<file path="config.mk">
export PLATFORM = sky130hd
export DESIGN_NAME = fp_add4_seq
export DESIGN_NICKNAME = d
export VERILOG_FILES = /design/src/rtl/fp_add4_seq.sv
export SDC_FILE = /design/constraint.sdc
export NUM_CORES = 1
export LEC_CHECK = 0
export ABC_AREA = 0
export CAP_MARGIN = 20
export CORE_ASPECT_RATIO = 1.75
export CORE_MARGIN = 2
export CORE_UTILIZATION = 55
export DETAILED_ROUTE_END_ITERATION = 6
export PLACE_DENSITY = 0.78
export SLEW_MARGIN = 40
export SYNTH_ARGS = -nofsm -noshare
export SYNTH_HDL_FRONTEND = slang
export SYNTH_HIERARCHICAL = 1
export SYNTH_SLANG_ARGS = --single-unit
</file>
<file path="constraint.sdc">
create_clock -name clk -period 19.3 [get_ports clk]
set_input_delay 2.895 -clock clk [delete_from_list [all_inputs] [get_ports clk]]
set_output_delay 2.895 -clock clk [all_outputs]
set_load 0.02 [all_outputs]
</file>
<file path="src/rtl/fp_add4_seq.sv">
// Four-operand IEEE-754 single adder: one shared adder, (in1+in2)+(in3+in4) order.
// Optional sticky exception flag when FP_ADD4_EXC_EN is defined.

module Addition_Subtraction (
  input  logic [31:0] a,
  input  logic [31:0] b,
  input  logic        AddBar_Sub,
`ifdef FP_ADD4_EXC_EN
  output logic        Exception,
`endif
  output logic [31:0] result
);
  logic        sb, a_big, sl, ss, sticky, rnd, ovf;
  logic        a_spec, b_spec, a_nan, b_nan, a_inf, b_inf;
  logic [31:0] bb, bl, bs;
  logic [7:0]  xl, xs, d8, shcap;
  logic [23:0] ml, ms;
  logic [26:0] ms_sh, n;
  logic [27:0] sum;
  logic [8:0]  e;
  logic [4:0]  lz;
  logic [24:0] mr;

  assign sb     = b[31] ^ AddBar_Sub;
  assign bb     = {sb, b[30:0]};
  assign a_spec = &a[30:23];
  assign b_spec = &b[30:23];
  assign a_nan  = a_spec & (|a[22:0]);
  assign b_nan  = b_spec & (|b[22:0]);
  assign a_inf  = a_spec & ~(|a[22:0]);
  assign b_inf  = b_spec & ~(|b[22:0]);

`ifdef FP_ADD4_EXC_EN
  assign Exception = a_spec | b_spec | ovf;
`endif

  // Align, add/subtract with guard/round/sticky, normalize, round to nearest even.
  always_comb begin
    a_big = (a[30:0] >= b[30:0]);
    bl    = a_big ? a : bb;
    bs    = a_big ? bb : a;
    sl    = bl[31];
    ss    = bs[31];
    xl    = (bl[30:23] == 8'd0) ? 8'd1 : bl[30:23];
    xs    = (bs[30:23] == 8'd0) ? 8'd1 : bs[30:23];
    ml    = {bl[30:23] != 8'd0, bl[22:0]};
    ms    = {bs[30:23] != 8'd0, bs[22:0]};
    d8    = xl - xs;
    if (d8 >= 8'd27) begin
      ms_sh  = '0;
      sticky = |ms;
    end else begin
      ms_sh  = {ms, 3'b000} >> d8;
      sticky = |({ms, 3'b000} & ((27'd1 << d8) - 27'd1));
    end
    ms_sh[0] = ms_sh[0] | sticky;
    sum = (sl == ss) ? ({1'b0, ml, 3'b000} + {1'b0, ms_sh})
                     : ({1'b0, ml, 3'b000} - {1'b0, ms_sh});

    lz = 5'd27;
    for (int i = 0; i < 27; i++) begin
      if (sum[i]) lz = 5'(26 - i);
    end

    // Left shift is capped so the exponent never drops below the subnormal floor.
    shcap = xl - 8'd1;
    if (sum[27]) begin
      n = {sum[27:2], sum[1] | sum[0]};
      e = {1'b0, xl} + 9'd1;
    end else if ({3'b000, lz} > shcap) begin
      n = sum[26:0] << shcap;
      e = 9'd1;
    end else begin
      n = sum[26:0] << lz;
      e = {1'b0, xl} - {4'b0000, lz};
    end

    rnd = n[2] & (n[1] | n[0] | n[3]);
    mr  = {1'b0, n[26:3]} + {24'd0, rnd};
    if (mr[24]) begin
      mr = mr >> 1;
      e  = e + 9'd1;
    end
    ovf = (e >= 9'd255);

    result = {sl, (mr[23] ? e[7:0] : 8'd0), mr[22:0]};
    if (sum == 28'd0) result = {sl & ss, 31'd0};
    if (ovf)          result = {sl, 8'hFF, 23'd0};
    if (a_spec || b_spec) begin
      if (a_nan || b_nan || (a_inf && b_inf && (a[31] != sb)))
        result = 32'h7FC00000;
      else
        result = {(a_inf ? a[31] : sb), 8'hFF, 23'd0};
    end
  end
endmodule

module fp_add4_seq #(
  parameter int unsigned DW = 32
) (
  input  logic          clk,
  input  logic          rst,
  input  logic          in_valid,
  output logic          in_ready,
  input  logic [DW-1:0] in1,
  input  logic [DW-1:0] in2,
  input  logic [DW-1:0] in3,
  input  logic [DW-1:0] in4,
  output logic          out_valid,
  input  logic          out_ready,
  output logic [DW-1:0] result,
  output logic          exc
);
  typedef enum logic [2:0] {IDLE, ADD12, ADD34, ADDF, DONE} state_t;

  state_t        state, state_n;
  logic [DW-1:0] op1, op2, op3, op4, op1_n, op2_n, op3_n, op4_n;
  logic [DW-1:0] tmp1, tmp2, tmp1_n, tmp2_n, result_n;
  logic          in_ready_n, out_valid_n;
  logic [DW-1:0] add_a, add_b, add_res;

  always_ff @(posedge clk) begin
    if (rst) begin
      state     <= IDLE;
      in_ready  <= 1'b1;
      out_valid <= 1'b0;
      result    <= '0;
      op1       <= '0;
      op2       <= '0;
      op3       <= '0;
      op4       <= '0;
      tmp1      <= '0;
      tmp2      <= '0;
    end else begin
      state     <= state_n;
      in_ready  <= in_ready_n;
      out_valid <= out_valid_n;
      result    <= result_n;
      op1       <= op1_n;
      op2       <= op2_n;
      op3       <= op3_n;
      op4       <= op4_n;
      tmp1      <= tmp1_n;
      tmp2      <= tmp2_n;
    end
  end

  always_comb begin
    state_n     = state;
    in_ready_n  = in_ready;
    out_valid_n = out_valid;
    result_n    = result;
    op1_n       = op1;
    op2_n       = op2;
    op3_n       = op3;
    op4_n       = op4;
    tmp1_n      = tmp1;
    tmp2_n      = tmp2;
    case (state)
      IDLE: if (in_valid && in_ready) begin
        op1_n      = in1;
        op2_n      = in2;
        op3_n      = in3;
        op4_n      = in4;
        in_ready_n = 1'b0;
        state_n    = ADD12;
      end
      ADD12: begin
        tmp1_n  = add_res;
        state_n = ADD34;
      end
      ADD34: begin
        tmp2_n  = add_res;
        state_n = ADDF;
      end
      ADDF: begin
        result_n    = add_res;
        out_valid_n = 1'b1;
        state_n     = DONE;
      end
      DONE: if (out_valid && out_ready) begin
        out_valid_n = 1'b0;
        in_ready_n  = 1'b1;
        state_n     = IDLE;
      end
      default: state_n = IDLE;
    endcase
  end

  // Adder operands depend only on state; zero when the adder is idle.
  always_comb begin
    add_a = '0;
    add_b = '0;
    case (state)
      ADD12: begin add_a = op1;  add_b = op2;  end
      ADD34: begin add_a = op3;  add_b = op4;  end
      ADDF:  begin add_a = tmp1; add_b = tmp2; end
      default: ;
    endcase
  end

`ifdef FP_ADD4_EXC_EN
  logic add_exc, exc_n;

  always_comb begin
    exc_n = exc;
    case (state)
      IDLE: if (in_valid && in_ready) exc_n = 1'b0;
      ADD12, ADD34, ADDF: exc_n = exc | add_exc;
      default: ;
    endcase
  end

  always_ff @(posedge clk) begin
    if (rst) exc <= 1'b0;
    else     exc <= exc_n;
  end
`else
  assign exc = 1'b0;
`endif

  Addition_Subtraction u_add (
    .a          (add_a),
    .b          (add_b),
    .AddBar_Sub (1'b0),
`ifdef FP_ADD4_EXC_EN
    .Exception  (add_exc),
`endif
    .result     (add_res)
  );
endmodule
</file>
==> results.json <==
{
  "final.setup_skew_ns": 0.0128,
  "finalHoldViolCount": 0,
  "fmax_mhz": 54.8,
  "die_x_um": 162,
  "cp-start-kind": "flip-flop",
  "arrival_ns": 18.69,
  "synth_compound_area_share_pct": 24.2,
  "clock_sinks": 229,
  "rsz0062_at_grt": "false",
  "syn-instance-count": 3249,
  "max_stage_delay_ns": 0.61,
  "maxSlewHeadroom_pct": 38.7,
  "totalWireLength_um": 106000,
  "gp_congestion": 1.08,
  "async_flop_share_pct": 0,
  "synthMuxAreaShare_pct": 13.2,
  "finalSetupViolCount": 0,
  "final_area_um2": 27000,
  "drt_iter0_drc": 3046,
  "maxCapViolCount": 0,
  "nets": 3569,
  "fin_crit_sh_pct": 94.6,
  "cts_hold_buf": 0,
  "die_h_um": 281,
  "syn2layout_area_growth_pct": 12.1,
  "critPathMostFrequentCell": "a21oi_1",
  "required_ns": 19.74,
  "syn_area_per_cell_um2": 7.41,
  "start_util_pct": 55.5,
  "synth-edff-count": 0,
  "drv_slew": 0,
  "clk_pin_slew_ns": 0.08,
  "detail-route-antenna-nets": 0,
  "ctsRootBufferMaster": "clkbuf_16",
  "clockBufferDepth": 3,
  "drive_gt1_share_pct": 9.57,
  "status": "complete, no violations",
  "placementRows": 101,
  "htreeDepth": 1,
  "synth_xor_area_share_pct": 2.00,
  "layout_min_cycle_time_ns": 18.25,
  "via_per_inst": 6.80,
  "synth-seq-cells": 229,
  "vias": 26600,
  "tritoncts": "built",
  "ys_warn_count": 6,
  "stdcell_count": 3912,
  "dieArea_um2": 45500,
  "synth_top_family_by_area": "simple AND/OR/NAND/NOR gates",
  "yosysTopAreaCell": "dfxtp_1",
  "grt_antenna_before_repair": 2,
  "min_path_type": "reg -> reg",
  "io_buffers": 165,
  "synth_top_cell_area_share_pct": 19.1,
  "hpwl_um": 81900,
  "grt_usage_pct": 45.3,
  "fin_tns_setup_ns": 0,
  "synthSimpleGateAreaFrac_pct": 28.9,
  "first_global_vias": 25900,
  "place_area_um2": 26200,
  "grt_max_degree": 133,
  "cts-buffers-inserted": 19,
  "coreArea_um2": 43300,
  "drtPass1Iterations": 7,
  "synth_area_um2": 24100,
  "dp.cells": 3872,
  "crit_fanout": 50,
  "worst_pin_slew_ns": 0.920,
  "post_drt_wl_per_cell_um": 27.1,
  "gr-total-overflow": 0,
  "yosysSeqAreaShare_pct": 19.1,
  "grt_pass1_wl_um": 157000,
  "end_kind": "flip-flop",
  "clock_latency_ns": 0.51,
  "synth_fa_ha_area_share_pct": 5.68,
  "yosys-top-cells-area": "dfxtp_1 (19%), nand2_1 (7.8%), mux2i_1 (7.6%)",
  "crit_type": "reg -> reg",
  "ioPinCount": 167,
  "n_fill_cell": 3835,
  "yosys.cell_types.count": 128,
  "slowest_stage": "dfxtp_4",
  "drc": 0,
  "synth-main-ff-cell": "dfxtp_1"
}
## per-stage QoR
stage / util [%] / hold WS (ns) / worst slack [ns]
4_1_cts: 61.8 / 0.458 / 0.824
2_1_floorplan: - / 0.433 / 3.58
6_report: 62.2 / 0.460 / 1.05
5_1_grt: 62.2 / 0.475 / 0.0353
3_3_place_gp: 60.3 / 0.439 / 0.911
3_5_place_dp: 60.5 / 0.448 / 0.910
## worst max-delay path, delay by kind of cell (launching register included)
kind            cells  cell delay [ns]
mux                 3             0.91
simple gates       19             3.99
buf+inv             7             1.59
fa+ha+maj           6             2.25
flops               1             0.61
compound gates     32             8.73
## kinds of logic (layout without fill, tap and decap cells)
kind of cell               after synthesis  in the layout
muxes                                  282            282
and+or+nand+nor                       1375           1375
other                                    1              3
DFF                                    229            229
AOI/OAI and AO/OA                      858            858
adders and majority gates              108            108
buffers and inverters                  341            436
xor gates and xnor gates                55             55
## timing repair
action | CTS | global route
endpoints found under the hold margin | 0 | 0
setup endpoints to repair | 0 | 96
setup buffers | 0 | 2
resized for setup | 0 | 20
## registers in the layout (all words and copies together) (netlist names)
signal,cells
in_ready,1
op1,32
op2,32
op3,32
op4,32
out_valid,1
result,32
state,3
tmp1,32
tmp2,32
## placed cells by master, fill, tap and decap left out, types with 34 or more instances in the layout
cell / instances
nand3b_1: 70
nand3_1: 68
dfxtp_1: 226
buf_4: 117
nand2_1: 498
inv_1: 106
clkdlybuf4s50_1: 164
ha_1: 101
a21oi_1: 316
nand2b_1: 283
a211oi_1: 40
mux2i_1: 182
nor3_1: 60
nor2_1: 203
xnor2_1: 34
o211ai_1: 39
o21ai_0: 100
mux2_1: 56
## synth_stat cells (27+ instances only)
| cell | count |
|---|---|
| or3_1 | 33 |
| mux2i_1 | 183 |
| ha_1 | 102 |
| a21oi_1 | 328 |
| nor3_1 | 62 |
| a211oi_1 | 44 |
| nand3_1 | 68 |
| inv_1 | 107 |
| buf_2 | 46 |
| nand2_1 | 498 |
| clkbuf_1 | 120 |
| o21ai_0 | 105 |
| o211ai_1 | 39 |
| mux2_1 | 56 |
| a31oi_1 | 27 |
| nand4_1 | 31 |
| nor2_1 | 204 |
| xnor2_1 | 38 |
| nand3b_1 | 70 |
| nand2b_1 | 283 |
| dfxtp_1 | 229 |
## layer usage
| layer | routed length [um] | track usage, % |
|---|---|---|
| met4 | 13600 | 45.4 |
| met3 | 7830 | 7.39 |
| met5 | 13 | 0 |
| met1 | 34500 | 45.6 |
| met2 | 50200 | 77.5 |
## cell type report
class,instances,area [um^2],share of cell area [%]
Antenna cell,1,2.50,0.00928
Sequential cell,229,4590,17.0
Clock inverter,8,50.0,0.186
Timing Repair Buffer,291,2690,9.96
Clock buffer,26,522,1.93
Multi-Input combinational cell,2680,18000,66.7
Inverter,111,419,1.55
Tap cell,566,708,2.62
## worst paths after layout
| path | startpoint | to | slack [ns] | depth (start not counted) |
|---|---|---|---|---|
| hold / removal | tmp2[24] | tmp2[24] | 0.46 | 2 |
| setup reg to reg | state[0] | tmp1[0] | 1.05 | 67 |
| setup / recovery | state[0] | tmp1[0] | 1.05 | 67 |
| hold reg to reg | tmp2[24] | tmp2[24] | 0.46 | 2 |
Power is not shown: default switching activity piles up to over one toggle a cycle in this logic, so the estimate is an artifact.
